$ cat config.mk
export PLATFORM = sky130hd
export DESIGN_NAME = execute_stage
export DESIGN_NICKNAME = d
export VERILOG_FILES = /design/src/rtl/execute_stage_pkg.sv /design/src/rtl/execute_stage_alu.sv /design/src/rtl/execute_stage.sv
export SDC_FILE = /design/constraint.sdc
export NUM_CORES = 1
export LEC_CHECK = 0
export BUFFER_PORTS_ARGS = -buffer_cell sky130_fd_sc_hd__buf_4
export CORE_MARGIN = 4
export CORE_UTILIZATION = 35
export CTS_CLUSTER_DIAMETER = 120
export CTS_CLUSTER_SIZE = 28
export DETAILED_ROUTE_END_ITERATION = 10
export PLACE_DENSITY_LB_ADDON = 0.15
export SLEW_MARGIN = 20
export SYNTH_ARGS = -nofsm -noshare
export SYNTH_HDL_FRONTEND = slang
export SYNTH_SLANG_ARGS = --single-unit
$ cat constraint.sdc
create_clock -name clk -period 7.5 [get_ports clk]
set_input_delay 0.375 -clock clk [delete_from_list [all_inputs] [get_ports clk]]
set_output_delay 0.375 -clock clk [all_outputs]
set_load 0.005 [all_outputs]
$ cat src/rtl/execute_stage_pkg.sv
// execute_stage_pkg: shared widths, encodings and forwarding helper for the execute stage
package execute_stage_pkg;

    localparam int WORD_SIZE = 32;

    typedef enum logic [2:0] {
        ALU_ADD = 3'b000,
        ALU_SUB = 3'b001,
        ALU_AND = 3'b010,
        ALU_OR  = 3'b011,
        ALU_XOR = 3'b100,
        ALU_SLT = 3'b101,
        ALU_SLL = 3'b110,
        ALU_SRL = 3'b111
    } alu_op_e;

    typedef enum logic [1:0] {
        RES_ALU = 2'b00,
        RES_MEM = 2'b01,
        RES_PC4 = 2'b10
    } result_src_e;

    typedef enum logic [1:0] {
        FWD_REG = 2'b00,
        FWD_WB  = 2'b01,
        FWD_MEM = 2'b10
    } fwd_sel_e;

    typedef struct packed {
        logic [WORD_SIZE-1:0] alu_result;
        logic [WORD_SIZE-1:0] write_data;
        logic [WORD_SIZE-1:0] pc_plus4;
        logic [4:0]           rd;
        logic                 reg_write;
        logic                 mem_write;
        logic [1:0]           result_src;
    } exmem_t;

    // MEM beats WB; x0 never forwards; a load in MEM holds an address, so it is skipped
    function automatic fwd_sel_e fwd_sel(
        input logic [4:0] rs,
        input logic [4:0] rd_m,
        input logic       wr_m,
        input logic       load_m,
        input logic [4:0] rd_w,
        input logic       wr_w
    );
        return (wr_m && !load_m && rd_m != 5'd0 && rd_m == rs) ? FWD_MEM :
               (wr_w && rd_w != 5'd0 && rd_w == rs)            ? FWD_WB  : FWD_REG;
    endfunction

endpackage

$ cat src/rtl/execute_stage_alu.sv
// execute_stage_alu: combinational ALU with zero flag
module execute_stage_alu
    import execute_stage_pkg::*;
(
    input  logic [WORD_SIZE-1:0] src_a_i,
    input  logic [WORD_SIZE-1:0] src_b_i,
    input  logic [2:0]           alu_control_i,
    output logic [WORD_SIZE-1:0] result_o,
    output logic                 zero_o
);

    // operation select; shifts use the low five bits of SrcB
    always_comb begin
        result_o = '0;
        case (alu_control_i)
            ALU_ADD: result_o = src_a_i + src_b_i;
            ALU_SUB: result_o = src_a_i - src_b_i;
            ALU_AND: result_o = src_a_i & src_b_i;
            ALU_OR:  result_o = src_a_i | src_b_i;
            ALU_XOR: result_o = src_a_i ^ src_b_i;
            ALU_SLT: result_o = {{(WORD_SIZE-1){1'b0}}, $signed(src_a_i) < $signed(src_b_i)};
            ALU_SLL: result_o = src_a_i << src_b_i[4:0];
            ALU_SRL: result_o = src_a_i >> src_b_i[4:0];
            default: result_o = '0;
        endcase
        zero_o = (result_o == '0);
    end

endmodule

$ cat src/rtl/execute_stage.sv
// execute_stage: operand forwarding, ALU, branch resolution and EX/MEM register
module execute_stage
    import execute_stage_pkg::*;
(
    input  logic                 clk,
    input  logic                 rst,
    input  logic [WORD_SIZE-1:0] RD1E,
    input  logic [WORD_SIZE-1:0] RD2E,
    input  logic [WORD_SIZE-1:0] PCE,
    input  logic [WORD_SIZE-1:0] PCPlus4E,
    input  logic [WORD_SIZE-1:0] ImmExtE,
    input  logic [4:0]           Rs1E,
    input  logic [4:0]           Rs2E,
    input  logic [4:0]           RdE,
    input  logic                 RegWriteE,
    input  logic                 MemWriteE,
    input  logic                 JumpE,
    input  logic                 BranchE,
    input  logic                 ALUSrcE,
    input  logic [1:0]           ResultSrcE,
    input  logic [2:0]           ALUControlE,
    input  logic [WORD_SIZE-1:0] ResultW,
    input  logic [4:0]           RdW,
    input  logic                 RegWriteW,
    output logic                 PCSrcE,
    output logic [WORD_SIZE-1:0] PCTargetE,
    output logic [WORD_SIZE-1:0] ALUResultM,
    output logic [WORD_SIZE-1:0] WriteDataM,
    output logic [WORD_SIZE-1:0] PCPlus4M,
    output logic [4:0]           RdM,
    output logic                 RegWriteM,
    output logic                 MemWriteM,
    output logic [1:0]           ResultSrcM
);

    exmem_t               exmem_d, exmem_q;
    fwd_sel_e             fwd_a, fwd_b;
    logic [WORD_SIZE-1:0] src_a, src_b, write_data, alu_result;
    logic                 zero;

    // forwarding muxes and ALU operand B select
    always_comb begin
        fwd_a      = fwd_sel(Rs1E, RdM, RegWriteM, ResultSrcM == RES_MEM, RdW, RegWriteW);
        fwd_b      = fwd_sel(Rs2E, RdM, RegWriteM, ResultSrcM == RES_MEM, RdW, RegWriteW);
        src_a      = fwd_a == FWD_MEM ? ALUResultM : fwd_a == FWD_WB ? ResultW : RD1E;
        write_data = fwd_b == FWD_MEM ? ALUResultM : fwd_b == FWD_WB ? ResultW : RD2E;
        src_b      = ALUSrcE ? ImmExtE : write_data;
    end

    execute_stage_alu u_alu (
        .src_a_i       (src_a),
        .src_b_i       (src_b),
        .alu_control_i (ALUControlE),
        .result_o      (alu_result),
        .zero_o        (zero)
    );

    assign PCSrcE    = JumpE | (BranchE & zero);
    assign PCTargetE = PCE + ImmExtE;

    // next EX/MEM contents straight from this cycle's E instruction
    always_comb begin
        exmem_d = '{alu_result: alu_result, write_data: write_data, pc_plus4: PCPlus4E,
                    rd: RdE, reg_write: RegWriteE, mem_write: MemWriteE, result_src: ResultSrcE};
    end

    // EX/MEM register; reset discards the in-flight instruction
    always_ff @(posedge clk or negedge rst) begin
        if (!rst) exmem_q <= '0;
        else      exmem_q <= exmem_d;
    end

    assign ALUResultM = exmem_q.alu_result;
    assign WriteDataM = exmem_q.write_data;
    assign PCPlus4M   = exmem_q.pc_plus4;
    assign RdM        = exmem_q.rd;
    assign RegWriteM  = exmem_q.reg_write;
    assign MemWriteM  = exmem_q.mem_write;
    assign ResultSrcM = exmem_q.result_src;

endmodule
Word level (Yosys, flattened, before mapping)
Cells that the tools add are included.

Shift operators: 2. Reduce and logical (&&, ||, !) cells: 12. Multiplexer cells: 10. Order comparisons: 1. $add $sub $neg: 3. Equality and inequality tests: 16. Bitwise operators: 5.

Operator list (number): $pmux W32 S8 (1); $mux W32 (5); $add A32 B32 Y32 (2); $and A32 B32 Y32 (1); $logic_not A32 Y1 (1); $lt A32 B32 Y1 (1); $or A32 B32 Y32 (1); $shl A32 B5 Y32 (1); $shr A32 B5 Y32 (1); $sub A32 B32 Y32 (1); $xor A32 B32 Y32 (1); $eq A5 B5 Y1 (4); $eq A3 B3 Y1 const B (4); $reduce_bool A5 Y1 (2); $logic_and A1 B1 Y1 (7); $eq A2 B1 Y1 const B (3); $eq A3 B2 Y1 const B (2); $eq A2 B2 Y1 const B (2); $mux W2 (2); $eq A3 B1 Y1 const B (1); $logic_not A3 Y1 (1); $mux W1 (2); $and A1 B1 Y1 (1); $logic_not A1 Y1 (1); $or A1 B1 Y1 (1).

Input bits: 225. Logic and storage cells: 56. Register bits: 105. Output and inout port bits: 138.

Depth between registers and ports, before layout
Depth after elaboration: 15. Mapped depth: 29. Depth with buffers taken out: 22.

By module
Synthesis repeated with hierarchy kept, for this count alone.

Cells, all modules: 1952. Area total of the unflattened synthesis: 15591.2 um^2.

Modules (own cells, without submodules): execute_stage_alu (area each 9275.1 um^2, cells an instance 1329, times used 1, seq. area each 0.0 um^2); execute_stage (area each 6316.1 um^2, cells an instance 623, times used 1, seq. area each 2627.5 um^2).

Least setup slack after synthesis
Ideal clock, no wire load.

Path type: input port to output port. From: input RdW[0]. To: output PCSrcE. Buffers on the path: 9. Cell stages on the path: 29. Slack: 708 ps. Required time: 7125 ps. Arrival: 6417 ps. Cells stage by stage: buf_2 > xor2_1 > or4b_1 > buf_2 > o21ai_2 > a311o_1 > and2_1 > buf_4 > buf_4 > buf_2 > buf_2 > buf_2 > buf_1 > ha_1 > clkbuf_1 > nand2b_1 > a221oi_1 > o221ai_1 > a21oi_1 > o211ai_1 > a31oi_1 > xnor2_1 > o21ai_0 > or4b_1 > nand4bb_1 > or4_1 > nor4_2 > and4_1 > a41o_1.

Cells in the longest elaborated chain, start to end: 14. Elaborated cells on any way between the ends: 31. Those cells by class: add/sub (2); order compare (1); eq/ne (6); shift (2); mux (10); bitwise (5); reduce/logical (5).

Ends and longest elaborated chain: from (decl) (line execute_stage.sv:23) `input logic [4:0] RdW,`; $reduce_bool A5 Y1 (line execute_stage_pkg.sv:49) `(wr_w && rd_w != 5'd0 && rd_w == rs) ? FWD_WB : FWD_REG;`; $logic_and A1 B1 Y1 (2 in a row) (line execute_stage_pkg.sv:49); $mux W1 (line execute_stage_pkg.sv:49); $mux W2 (line execute_stage_pkg.sv:48) `return (wr_m && !load_m && rd_m != 5'd0 && rd_m == rs) ? FWD_MEM :`; $eq A2 B1 Y1 (line execute_stage.sv:46) `write_data = fwd_b == FWD_MEM ? ALUResultM : fwd_b == FWD_WB ? ResultW : RD2E;`; $mux W32 (2 in a row) (line execute_stage.sv:46); $mux W32 (line execute_stage.sv:47) `src_b = ALUSrcE ? ImmExtE : write_data;`; $sub A32 B32 Y32, or another cell as far along (line execute_stage_alu.sv:17) `ALU_SUB: result_o = src_a_i - src_b_i;`; $pmux W32 S8 * (line execute_stage_alu.sv:15) `case (alu_control_i)`; via alu_result[14] (line execute_stage.sv:38) `logic [WORD_SIZE-1:0] src_a, src_b, write_data, alu_result;`; $logic_not A32 Y1 * (line execute_stage_alu.sv:26) `zero_o = (result_o == '0);`; $and A1 B1 Y1 * (line execute_stage.sv:58) `assign PCSrcE = JumpE | (BranchE & zero);`; $or A1 B1 Y1 * (line execute_stage.sv:58); to (decl) (line execute_stage.sv:25) `output logic PCSrcE,`.

Mark *: on every way through the listed nets, which the timed path passes. The rest lies on a longest branch.

Final worst setup path
From: register exmem_q, in the netlist RdM[1]. To: output PCSrcE.

Cells in the longest elaborated chain, start to end: 13. Elaborated cells on any way between the ends: 29. Those cells by class: add/sub (2); order compare (1); eq/ne (6); shift (2); mux (8); bitwise (5); reduce/logical (5).

Ends and longest elaborated chain: from (decl) (line execute_stage.sv:36) `exmem_t exmem_d, exmem_q;`; from (signal assigned) (line execute_stage.sv:70) `else exmem_q <= exmem_d;`; $reduce_bool A5 Y1 (line execute_stage_pkg.sv:48); $logic_and A1 B1 Y1 (2 in a row) (line execute_stage_pkg.sv:48); $mux W2 (line execute_stage_pkg.sv:48); $eq A2 B1 Y1 (line execute_stage.sv:46); $mux W32 (2 in a row) (line execute_stage.sv:46); $mux W32 (line execute_stage.sv:47); $sub A32 B32 Y32, or another cell as far along (line execute_stage_alu.sv:17); $pmux W32 S8 * (line execute_stage_alu.sv:15); $logic_not A32 Y1 * (line execute_stage_alu.sv:26); $and A1 B1 Y1 * (line execute_stage.sv:58); $or A1 B1 Y1 * (line execute_stage.sv:58).

Every way passes the cells marked *; elsewhere a longest branch is shown, timed or not.

==> results by group <==
Layout
  • Nets: 2686
  • Area growth from synthesis to layout: 25.26%
  • Layout cells sized above 1: 0.2433
  • Most frequent cells in the layout: buf_4 (444), nand3_1 (162), o21ai_0 (147)
  • Commonest non-fill, non-tap cell in the layout: buf_4
  • Final instance area: 18770 µm²

Critical path
  • Reg-to-reg setup timing slack: 1.55 ns
  • Critical Path Sink: PCSrcE
  • Worst Setup Path Type: reg -> out
  • CP max FO: 14
  • R2r endpoint: ALUResultM[0]
  • FF-to-FF path depth: 19
  • Crit end category: output pin
  • WP data required: 7.12 ns
  • Worst R2R Start: RdM[1]
  • Setup crit start: RdM[1]
  • Critical path arrival: 6.89 ns
  • Worst Setup Start Kind: flop

Place
  • Placed instance area: 18400 µm²
  • Global placement routability congestion: 1.032
  • Setup WS pre-CTS: 0.3592 ns
  • Port buffer count: 362
  • Hpwl dp: 75.67 mm

Global routing
  • Largest net degree at the start of global routing: 92
  • GR Overflow Total: 0
  • Initial antenna violation count: 9
  • Vias in the first global route: 18140
  • First-pass GRT wire length: 130.2 mm
  • GR Util All Layers: 0.3757

Pwr
  • Pwr Total: 2.929 mW
  • Pwr/cell area: 156.0 nW/µm²
  • Share of power burned in combinational logic: 0.599
  • Switching power: 1.422 mW
  • Clock share of power: 0.164
  • Register share of total power: 0.237
  • Pint: 1.507 mW
  • Sw Share: 0.4854
  • Leak: 8.143 nW
  • Peak supply drop: 0.1215 mV

Min path
  • Min-delay worst type: in -> async

Die
  • Die H: 214.9 µm
  • Die Wd: 214.9 µm
  • Initial core utilization: 0.3557
  • # rows: 75
  • I/O pin total: 363
  • Area of the die: 46190 µm²
  • Area of the core: 42130 µm²

STA
  • Post-route minimum period: 7.263 ns
  • Pins Over Slew Limit: 0
  • Final Hold Fails: 0
  • Skew final: 0.01184 ns
  • Worst-margin pin slew: 1.238 ns
  • Rel. slew slack: 0.1707
  • Setup TNS: 0 ns
  • RSZ-0062 raised after global routing: false
  • Post-route clock period utilization: 0.9683
  • Fmax: 0.1377 GHz
  • Final setup viols: 0
  • Worst Hold Slack: 0.04850 ns
  • Worst setup margin: 0.2375 ns

Synthesis
  • Top cell type's share of synthesized area: 0.1753
  • Asr flop ratio synth: 1.000
  • Distinct cells, synth: 94
  • Top post-synthesis cells by area: dfrtp_1 (18%), ha_1 (11%), nand3_1 (5.4%)
  • Synthesized Nets: 2375
  • Mapped Avg Cell Area: 7.423 µm²
  • Ys Warns: 0
  • Synthesized flop and latch total: 105
  • Mapped Cells: 2019
  • Yosys top cell by area: dfrtp_1
  • Register area share after synthesis: 0.1753
  • Post-synth EDFFs: 0
  • Primary FF master, synth: dfrtp_1
  • Mapped Area: 14990 µm²

Clocking
  • Worst skew pair latency: 0.37 ns
  • CTS Root Cell: clkbuf_16
  • Register clock-pin slew on the reported worst setup and hold paths: 0.08 ns
  • CTS max path bufs: 2
  • CTS buffer count: 9
  • Clock Sinks: 105
  • H-tree Lvls: 3
  • CTS tree: yes

Detailed routing
  • DR vias/cell: 6.652
  • Routed WL: 92.24 mm
  • Residual DRC count: 0
  • DR iter-0 viols: 2496
  • Detail Route Antenna Nets: 0
  • DR pass1 iterations: 7
  • Vias post-DR: 19180
  • WL/cell: 31.98 µm

Flow run
  • Max-Cap Viols: 0

Run status
  • Status: finished, final reports clean
worst min-delay path by stage:
stage / from / to / slack, ns / cells after the start
global placement: rst / WriteDataM[29] / 0.46 / 1
global route: rst / WriteDataM[29] / 0.09 / 1
CTS: rst / WriteDataM[29] / 0.07 / 1
finish: rst / WriteDataM[29] / 0.05 / 1
floorplan: rst / ALUResultM[0] / 0.08 / 0
detailed placement: rst / WriteDataM[29] / 0.47 / 1
logic make-up after synthesis:
family                     Yosys count  share of synthesized area
AOI/OAI and AO/OA                  736                     0.3289
xor gates and xnor gates            73                    0.04266
adders and majority gates          131                     0.1109
buffers and inverters              256                    0.07180
DFF                                105                     0.1753
muxes                               82                    0.05836
and+or+nand+nor                    636                     0.2121
per-layer routing:
metal	global-route usage	vias up	share of wire	wire length, µm
met5	0	-	0	0
met1	0.4752	9266	0.39	35700
met4	0.2161	0	0.070	6429
met3	0.05240	294	0.088	8087
met2	0.6140	1324	0.46	42020
li1	-	8299	-	-
synth_stat cells, drive strengths merged, types with 25 or more instances:
cell type and number:
o21ai 196, nand3 165, nand2 138, ha 128
nor2 121, a21oi 119, inv 110, dfrtp 105
clkbuf 89, a31oi 62, buf 56, nor4 52
mux2i 48, nor3 47, xnor2 47, o211ai 42
o22ai 39, a22oi 34, mux2 33, xor2 26
a32oi 25
through the flow:
step	util	cells
2_1_floorplan	-	2019
3_3_place_gp	0.4367	2857
3_5_place_dp	0.4367	2857
4_1_cts	0.4433	2873
5_1_grt	0.4455	2883
6_report	0.4456	2884
registers in the layout (all words and copies together) (netlist names):
register	cells
PCPlus4M	32
ResultSrcM	2
RegWriteM	1
MemWriteM	1
WriteDataM	32
RdM	5
ALUResultM	32
cell type report:
class	instances	area (µm²)
fill	4365	23360
sequential	105	2628
clock buffer	10	229.0
antenna	10	25.02
multi-input combinational	1658	11400
clock inverter	6	47.55
timing repair buffer	445	3353
inverter	111	416.7
tap	539	674.4
timing repair:
action | CTS | global route
hold buffers | 0 | 0
setup buffers | 0 | 1
gates resized for setup | 0 | 16
endpoints found under the setup margin | 0 | 1
worst max-delay path, stage by stage, from the launching register on:
cell and delay (ns):
dfrtp_1 0.43, or4_1 0.61, o221ai_2 0.28, buf_4 0.27
nor4_1 0.10, a311oi_2 0.51, nor2_2 0.14, ha_1 0.47
o21ai_0 0.13, a21oi_1 0.30, o21ai_0 0.18, a21o_1 0.21
a21oi_1 0.21, xnor2_1 0.15, a211oi_1 0.26, buf_4 0.17
nand4_1 0.10, nor4_2 0.41, buf_4 0.20, nand4_1 0.11
or4_1 0.41, nor4b_1 0.26, and4_1 0.31, a41o_1 0.19
buf_4 0.11
power by group through the flow:
stage | Clock, mW | Sequential [mW] | Combinational (mW)
2_1_floorplan | 0 | 0.674 | 0.922
3_3_place_gp | 0 | 0.702 | 1.69
3_5_place_dp | 0 | 0.702 | 1.68
5_1_grt | 0.508 | 0.698 | 1.84
6_report | 0.480 | 0.695 | 1.75
4_1_cts | 0.488 | 0.690 | 1.69
Note: power is estimated with default switching activity, not from simulation.
